<file path="src/rtl/seg7_count_display.sv">
// Four-digit multiplexed 7-segment display of a 4-bit up/down count: ones, tens, blank, direction glyph.
// Define LZ_BLANK_EN to blank the tens digit when it would show a leading zero.
module seg7_count_display #(
    parameter int unsigned REFRESH_DIV  = 100000,
    parameter int unsigned BLANK_CYCLES = 16
) (
    input  logic       clk,
    input  logic       rst,
    input  logic [3:0] count,
    output logic [6:0] seg,
    output logic       dp,
    output logic [3:0] an
);

    localparam int unsigned     CW         = $clog2(REFRESH_DIV);
    localparam logic [CW-1:0]   LAST       = CW'(REFRESH_DIV - 1);
    localparam logic [CW-1:0]   BLANK_LAST = CW'(BLANK_CYCLES - 1);
    localparam logic [6:0]      SEG_BLANK  = 7'h7F;
    localparam logic [6:0]      SEG_U      = 7'h41;
    localparam logic [6:0]      SEG_D      = 7'h21;

    typedef enum logic {ST_BLANK, ST_ON} state_t;
    typedef enum logic {DIR_DOWN, DIR_UP} dir_t;

    logic [3:0]    s1, s2, s3;
    logic [3:0]    disp_val;
    dir_t          dir;
    logic          tens;
    logic [3:0]    ones;
    logic [6:0]    glyph;
    logic [CW-1:0] refresh_cnt;
    logic          wrap;
    state_t        state, state_nx;
    logic [1:0]    idx, idx_nx;
    logic [3:0]    an_nx;
    logic [6:0]    seg_nx;

    function automatic logic [6:0] digit_glyph(input logic [3:0] d);
        logic [6:0] g;
        case (d)
            4'd0:    g = 7'h40;
            4'd1:    g = 7'h79;
            4'd2:    g = 7'h24;
            4'd3:    g = 7'h30;
            4'd4:    g = 7'h19;
            4'd5:    g = 7'h12;
            4'd6:    g = 7'h02;
            4'd7:    g = 7'h78;
            4'd8:    g = 7'h00;
            4'd9:    g = 7'h10;
            default: g = SEG_BLANK;
        endcase
        return g;
    endfunction

    // A value is accepted only once two consecutive samples agree, which rejects single-cycle glitches.
    always_ff @(posedge clk or posedge rst) begin
        if (rst) begin
            s1       <= '0;
            s2       <= '0;
            s3       <= '0;
            disp_val <= '0;
            dir      <= DIR_UP;
        end else begin
            s1 <= count;
            s2 <= s1;
            s3 <= s2;
            if (s2 == s3 && s2 != disp_val) begin
                disp_val <= s2;
                dir      <= (s2 > disp_val) ? DIR_UP : DIR_DOWN;
            end
        end
    end

    always_comb begin
        tens = (disp_val >= 4'd10);
        ones = disp_val - (tens ? 4'd10 : 4'd0);
    end

    always_comb begin
        glyph = SEG_BLANK;
        case (idx)
            2'd0: glyph = digit_glyph(ones);
`ifdef LZ_BLANK_EN
            2'd1: glyph = tens ? digit_glyph(4'd1) : SEG_BLANK;
`else
            2'd1: glyph = digit_glyph({3'b000, tens});
`endif
            2'd2: glyph = SEG_BLANK;
            2'd3: glyph = (dir == DIR_UP) ? SEG_U : SEG_D;
            default: glyph = SEG_BLANK;
        endcase
    end

    assign wrap = (refresh_cnt == LAST);

    always_ff @(posedge clk or posedge rst) begin
        if (rst) begin
            refresh_cnt <= '0;
        end else if (wrap) begin
            refresh_cnt <= '0;
        end else begin
            refresh_cnt <= refresh_cnt + 1'b1;
        end
    end

    always_ff @(posedge clk or posedge rst) begin
        if (rst) begin
            state <= ST_BLANK;
            idx   <= '0;
        end else begin
            state <= state_nx;
            idx   <= idx_nx;
        end
    end

    always_comb begin
        state_nx = state;
        idx_nx   = idx;
        case (state)
            ST_BLANK: if (refresh_cnt == BLANK_LAST) state_nx = ST_ON;
            ST_ON: begin
                if (wrap) begin
                    state_nx = ST_BLANK;
                    idx_nx   = idx + 2'd1;
                end
            end
            default: state_nx = ST_BLANK;
        endcase
    end

    // Outputs follow the next state so anodes and segments switch on the same edge as the FSM;
    // the glyph is captured only on slot entry and held for the rest of the slot.
    always_comb begin
        an_nx  = an;
        seg_nx = seg;
        if (state_nx == ST_BLANK) begin
            an_nx  = '1;
            seg_nx = SEG_BLANK;
        end else if (state == ST_BLANK) begin
            an_nx  = ~(4'b0001 << idx);
            seg_nx = glyph;
        end
    end

    always_ff @(posedge clk or posedge rst) begin
        if (rst) begin
            an  <= '1;
            seg <= SEG_BLANK;
            dp  <= 1'b1;
        end else begin
            an  <= an_nx;
            seg <= seg_nx;
            dp  <= 1'b1;
        end
    end

endmodule

</file>
<file path="config.mk">
export PLATFORM = sky130hd
export DESIGN_NAME = seg7_count_display
export DESIGN_NICKNAME = d
export VERILOG_FILES = /design/src/rtl/seg7_count_display.sv
export SDC_FILE = /design/constraint.sdc
export NUM_CORES = 1
export LEC_CHECK = 0
export ABC_AREA = 0
export ABC_CLOCK_PERIOD_IN_PS = 5300
export BUFFER_PORTS_ARGS = -buffer_cell sky130_fd_sc_hd__buf_2
export CELL_PAD_IN_SITES_DETAIL_PLACEMENT = 0
export CELL_PAD_IN_SITES_GLOBAL_PLACEMENT = 1
export CORE_ASPECT_RATIO = 1.4
export CORE_MARGIN = 2
export CORE_UTILIZATION = 45
export CTS_CLUSTER_SIZE = 24
export DETAILED_ROUTE_END_ITERATION = 6
export PLACE_DENSITY = 0.81
export SLEW_MARGIN = 20
export SYNTH_ARGS = -nofsm -noshare
export SYNTH_HDL_FRONTEND = slang
export SYNTH_SLANG_ARGS = --single-unit
</file>
<file path="constraint.sdc">
create_clock -name clk -period 5.3 [get_ports clk]
set_input_delay 0.795 -clock clk [delete_from_list [all_inputs] [get_ports clk]]
set_output_delay 0.795 -clock clk [all_outputs]
set_load 0.03 [all_outputs]
</file>
== After elaboration in Yosys (flattened, before gate mapping) ==
Memory sizes are Yosys's and may differ from the RTL's.
Index checks and enable logic that the tools add are counted.
Storage, ports and cells
  register bits after elaboration: 48
  ROM bits: 112
  bits of input ports: 6
  word-level logic and storage cells: 44
  memories kept: 1
Cells by class
  add/subtract/negate cells: 3
  magnitude comparators: 2
  eq/ne operators: 8
  shifts and indexed selects: 1
  mux-type cells: 13
  bitwise operators: 3
  reductions and logical operators: 3
Memory list
  (no name shown): depth 16, width 7, read ports 1, clocked after Yosys merged registers in 0, wr ports 0, line 40  | case (d)
Operator list (count)
  one-hot mux 7 bit (4 select lines): 1
  2-to-1 mux 7 bit: 3
  adder 17 x 1 -> 17 bit, second input constant: 1
  equality test 17 bit, second input constant: 1
  equality test 17 x 4 -> 1 bit, second input constant: 1
  2-to-1 mux 17 bit: 1
  one-hot mux 7 bit (2 select lines): 1
  2-to-1 mux 4 bit: 3
  equality test 2 bit, second input constant: 2
  equality test 4 bit: 1
  greater-or-equal comparator 4 bit, second input constant: 1
  > comparator 4 bit: 1
  inequality test 4 bit: 1
  inverter 4 bit: 1
  << shifter 1 x 2 -> 4 bit, first input constant: 1
  subtractor 4 bit: 1
  2-to-1 mux 1 bit: 3
  adder 2 x 1 -> 2 bit, second input constant: 1
  equality test 2 x 1 -> 1 bit, second input constant: 1
  zero test 2 bit: 1
  inequality test 2 bit, second input constant: 1
  inverter 1 bit: 2
  one-hot mux 1 bit (2 select lines): 1
  AND reduction 2 bit: 1
  logical AND 1 bit: 1

== Logic depth before layout (Yosys ltp) ==
An unclocked memory read counts as a cell.
  depth in word-level cells: 7
  mapped depth: 10

== Worst setup path after synthesis ==
OpenSTA, ideal clock, no wires.
  path kind: register -> register
  start point: register disp_val[1]
  end point: register seg[0]
  arrival time: 1.959 ns
  required time: 5.222 ns
  slack: 3.263 ns
  cell stages (with the launch flop): 10
  buffers on the path: 1
  path through: dfrtp_1 -> inv_1 -> a21oi_1 -> ha_1 -> ha_1 -> clkbuf_1 -> mux2_2 -> nand2_1 -> a31oi_1 -> o22a_2
Between the ends
  cells in the longest elaborated chain, start to end: 7
  elaborated cells on any way between the ends: 9
  classes of those cells: add/sub (1); order compare (1); mux (5); bitwise (1); memory (1)
Ends and longest elaborated chain
  from (decl): line 26  | logic [3:0] disp_val;
  from (signal assigned): line 62  | disp_val <= '0;
  from (signal assigned): line 69  | disp_val <= s2;
  greater-or-equal comparator 4 bit: line 76  | tens = (disp_val >= 4'd10);
  2-to-1 mux 4 bit: line 77  | ones = disp_val - (tens ? 4'd10 : 4'd0);
  subtractor 4 bit: line 77
  memory read (16 x 7 bit)
  one-hot mux 7 bit (4 select lines) *: line 82  | case (idx)
  2-to-1 mux 7 bit *: line 140  | end else if (state == ST_BLANK) begin
  2-to-1 mux 7 bit *: line 137  | if (state_nx == ST_BLANK) begin
  to (signal assigned): line 153  | seg <= seg_nx;
  to (decl): line 10  | output logic [6:0] seg,
Every way passes the cells marked *; elsewhere a longest branch is shown, timed or not. The select of a mux whose other input is x is not followed.
A chain may end at the register's enable or synchronous reset.

== Worst setup path after layout ==
  start point: register idx[0]
  end point: register seg[5]
Between the ends
  cells in the longest elaborated chain, start to end: 4
  elaborated cells on any way between the ends: 7
  classes of those cells: eq/ne (3); mux (3); reduce/logical (1)
Ends and longest elaborated chain
  from (decl): line 34  | logic [1:0] idx, idx_nx;
  from (signal assigned): line 113  | idx <= idx_nx;
  equality test 2 bit, or another cell as far along: line 82
  one-hot mux 7 bit (4 select lines) *: line 82
  2-to-1 mux 7 bit *: line 140
  2-to-1 mux 7 bit *: line 137
Marks and branches as above.

==> summary.json <==
{
  "run_status": {
    "outcome": "finished clean"
  },
  "cts": {
    "clock_latency_ns": 0.30,
    "numCtsBuffers": 5,
    "clk_transition_reported_paths_ns": 0.09,
    "number_of_buffers_on_the_longest_clock_path": 2,
    "clock-root-buffer": "clkbuf_8",
    "tritoncts_clock_tree": "yes",
    "cts_setup_buffers": 0,
    "post_cts_resized": 0,
    "htree_num_levels": 2,
    "clock_sinks": 48,
    "ctsHoldBuffers": 0
  },
  "yosys": {
    "synth_area_leaders": "dfrtp_1 (39%), dfstp_2 (13%), ha_1 (8.6%)",
    "synth_commonest_cells": "dfrtp_1 (36), nor2_1 (22), xnor2_1 (17)",
    "ys_seq_area_share_pct": 52.03,
    "synth_area_sq_um": 2337,
    "number_of_flops_mapped_to_enable_cells_by_yosys": 0,
    "synthFlopType": "dfrtp_1",
    "netlist.top_cell.by_area": "dfrtp_1",
    "post_synth_inst_count": 216,
    "syn_area_per_cell_sq_um": 10.82,
    "synth-warning-count": 0,
    "ys_types": 43,
    "synthArstFlopShare_pct": 100.0,
    "post_synthesis_net_count": 238,
    "yosysMostFrequentCell": "dfrtp_1",
    "yosysTopAreaCellShare_pct": 38.54,
    "synth.ff_latch_count": 48
  },
  "finish": {
    "fraction_of_the_core_area_covered_by_cells_at_the_end_of_the_flow_pct": 51.34,
    "multi_input_gate_area_sq_um": 1051,
    "antenna_cells": 0,
    "layout.filler_cells": 473,
    "regArea_sq_um": 1216,
    "final_layout_size_suffix_gt1_share_pct": 21.10,
    "nets": 258,
    "flow.area_growth_from_synthesis_pct": 11.62
  },
  "floorplan": {
    "fp.dieW_um": 64.91,
    "io-pin-count": 18,
    "start_util_pct": 46.00,
    "rows": 31,
    "floorplan.die.height_um": 89.28,
    "fp.coreArea_sq_um": 5081,
    "die_area_sq_um": 5795
  },
  "routing": {
    "dr_total_vias": 1553,
    "drt.antenna.violating_nets": 0,
    "routed_via_density": 5.125,
    "route.detailed.drc": 0,
    "first_pass_iters": 4,
    "route.final.wire_length_um": 4005,
    "detailedRoute.firstIterationViolations": 61,
    "routed_wire_length_per_instance_um": 13.22
  },
  "grt": {
    "antenna_found_initial": 0,
    "grt_pass1_wl_um": 6982,
    "grt_overflow_total": 0,
    "groute.usage.overall_pct": 15.64,
    "maximum_number_of_pins_on_one_net_before_global_route_repair": 49,
    "grt_pass1_vias": 1496
  },
  "power_and_ir_drop": {
    "power_density_nw_per_um2": 433.7,
    "max-vdd-ir-drop_mv": 0.2053,
    "static-leakage-power_nw": 1.104
  },
  "critical_path": {
    "worstRegToRegCells": 7,
    "rr_startpoint": "idx[0]$_DFFE_PP0P_",
    "crit_fanout": 7,
    "critical_path_cell_count": 7,
    "path_cells": "inv_1, ha_1, inv_1, a221oi_1, nor4b_4, nand2_2, o32a_1",
    "worstPathRequired_ns": 5.53,
    "r2r-end": "seg[5]$_DFFE_PP1P_",
    "most_numerous_cell_on_the_critical_path": "inv_1",
    "r2r_slack_ns": 3.13,
    "category_of_the_critical_setup_timing_path": "flop to flop",
    "worst_path_max_delay_cell": "dfrtp_1",
    "timing.critical_path.buf_inv": 2,
    "worstSetupStartpointType": "flop",
    "cpLargestDelayFamily": "compound AO/OA/AOI/OAI gates",
    "critical_path_arrival_ns": 2.41,
    "slowest_delay_ns": 0.43,
    "worst_setup_path_end_kind": "flop"
  },
  "run": {
    "max-cap-violations": 0
  },
  "worst_hold_path": {
    "hold_depth": 0,
    "worstHoldEndpoint": "s2[1]$_DFF_PP0_",
    "worst_hold_startpoint": "s1[1]$_DFF_PP0_",
    "worst_hold_path_type": "flop to flop"
  },
  "placement": {
    "gp_congestion": 0.7864,
    "detailedPlacementHpwl_um": 2851,
    "port_buffers": 16
  },
  "timing": {
    "setup_total_negative_slack_ns": 0,
    "report.final.hold_viol_count": 0,
    "final_max_slew_viol_count": 0,
    "actual_slew_at_the_worst_max_slew_pin_ns": 0.8098,
    "finalWorstPathRequiredPeriod_ns": 2.174,
    "finClkSkew_ns": 0.006566,
    "final_critical_path_share_of_the_clock_period_pct": 41.02,
    "setup_viol": 0,
    "timing.max_slew.rel_slack_pct": 45.95,
    "fmax_mhz": 459.9,
    "rsz_0062_raised_after_global_routing": "no"
  }
}
==> through the flow <==
stage / power, W / hold WS (ns) / setup slack (ns) / cell area (sq um) / instances
floorplan: 0.0007449 / 0.3312 / 3.263 / 2337 / 216
detailed placement: 0.0008268 / 0.3347 / 3.146 / 2475 / 295
global route: 0.001208 / 0.3656 / 2.891 / 2609 / 303
finish: 0.001131 / 0.3554 / 3.126 / 2609 / 303
global placement: 0.0008282 / 0.3320 / 3.196 / 2475 / 295
CTS: 0.001141 / 0.3569 / 3.129 / 2608 / 303
==> worst max-delay path by stage <==
stage / start / endpoint / slack (ns)
detailed placement: idx[0]$_DFFE_PP0P_ / seg[5]$_DFFE_PP1P_ / 3.15
finish: idx[0]$_DFFE_PP0P_ / seg[5]$_DFFE_PP1P_ / 3.13
floorplan: disp_val[1]$_DFFE_PP0P_ / seg[0]$_DFFE_PP1P_ / 3.26
CTS: idx[0]$_DFFE_PP0P_ / seg[5]$_DFFE_PP1P_ / 3.13
global placement: disp_val[1]$_DFFE_PP0P_ / seg[5]$_DFFE_PP1P_ / 3.20
global route: idx[0]$_DFFE_PP0P_ / seg[5]$_DFFE_PP1P_ / 2.89
==> placed cells by master, fill, tap and decap left out, types with 2 or more instances in the layout <==
master	count
ha_1	16
or2_2	2
nand4_1	4
xnor2_1	17
a21oi_1	10
mux2_2	2
xor2_1	4
a31oi_1	6
o21ai_0	10
buf_2	16
nor2b_1	6
nor2_1	22
bufinv_16	2
dfstp_2	12
nor3b_1	3
clkbuf_8	5
inv_1	11
nand3_1	8
o22a_2	2
nor3_1	5
dfrtp_1	36
nand2_1	15
==> flip-flops by register name, summed over array words and instances (netlist names) <==
| register | count |
|---|---|
| an | 4 |
| disp_val | 4 |
| refresh_cnt | 17 |
| s1 | 4 |
| state | 1 |
| idx | 2 |
| s3 | 4 |
| s2 | 4 |
| dir | 1 |
| seg | 7 |
==> kinds of logic (layout without fill, tap and decap cells) <==
logic type	count (synthesis)	in the layout	synth area share (%)
buffers and inverters	15	36	2.998
XOR/XNOR	21	21	7.869
other	1	1	0.1604
AND/OR/NAND/NOR	78	78	18.09
AO/OA/AOI/OAI	35	35	9.316
flip-flops	48	48	52.03
multiplexers	2	2	0.9635
adder cells (fa/ha/maj)	16	16	8.565
==> metal layers <==
| layer | share of wire, % | GRT usage (%) | up-vias | wire [um] |
|---|---|---|---|---|
| li1 | - | - | 781 | - |
| met1 | 45 | 19.33 | 733 | 1809 |
| met2 | 49 | 26.52 | 29 | 1964 |
| met3 | 3.1 | 3.023 | 10 | 125 |
| met4 | 2.6 | 7.157 | 0 | 106 |
| met5 | 0 | 0 | - | 0 |
==> cell type report <==
cell class | instances | area share (%)
Clock buffer | 6 | 2.782
Inverter | 12 | 1.775
Timing Repair Buffer | 16 | 3.070
Tap cell | 66 | 3.165
Sequential cell | 48 | 46.62
Multi-Input combinational cell | 153 | 40.29
Clock inverter | 2 | 2.302
==> where the power goes <==
group | internal [W] | switching, W
Clock | 0.000189 | 0.000124
Combinational | 0.000144 | 0.000218
Sequential | 0.000429 | 0.0000280
Total | 0.000761 | 0.000370
Note: power is estimated with default switching activity, not from simulation.
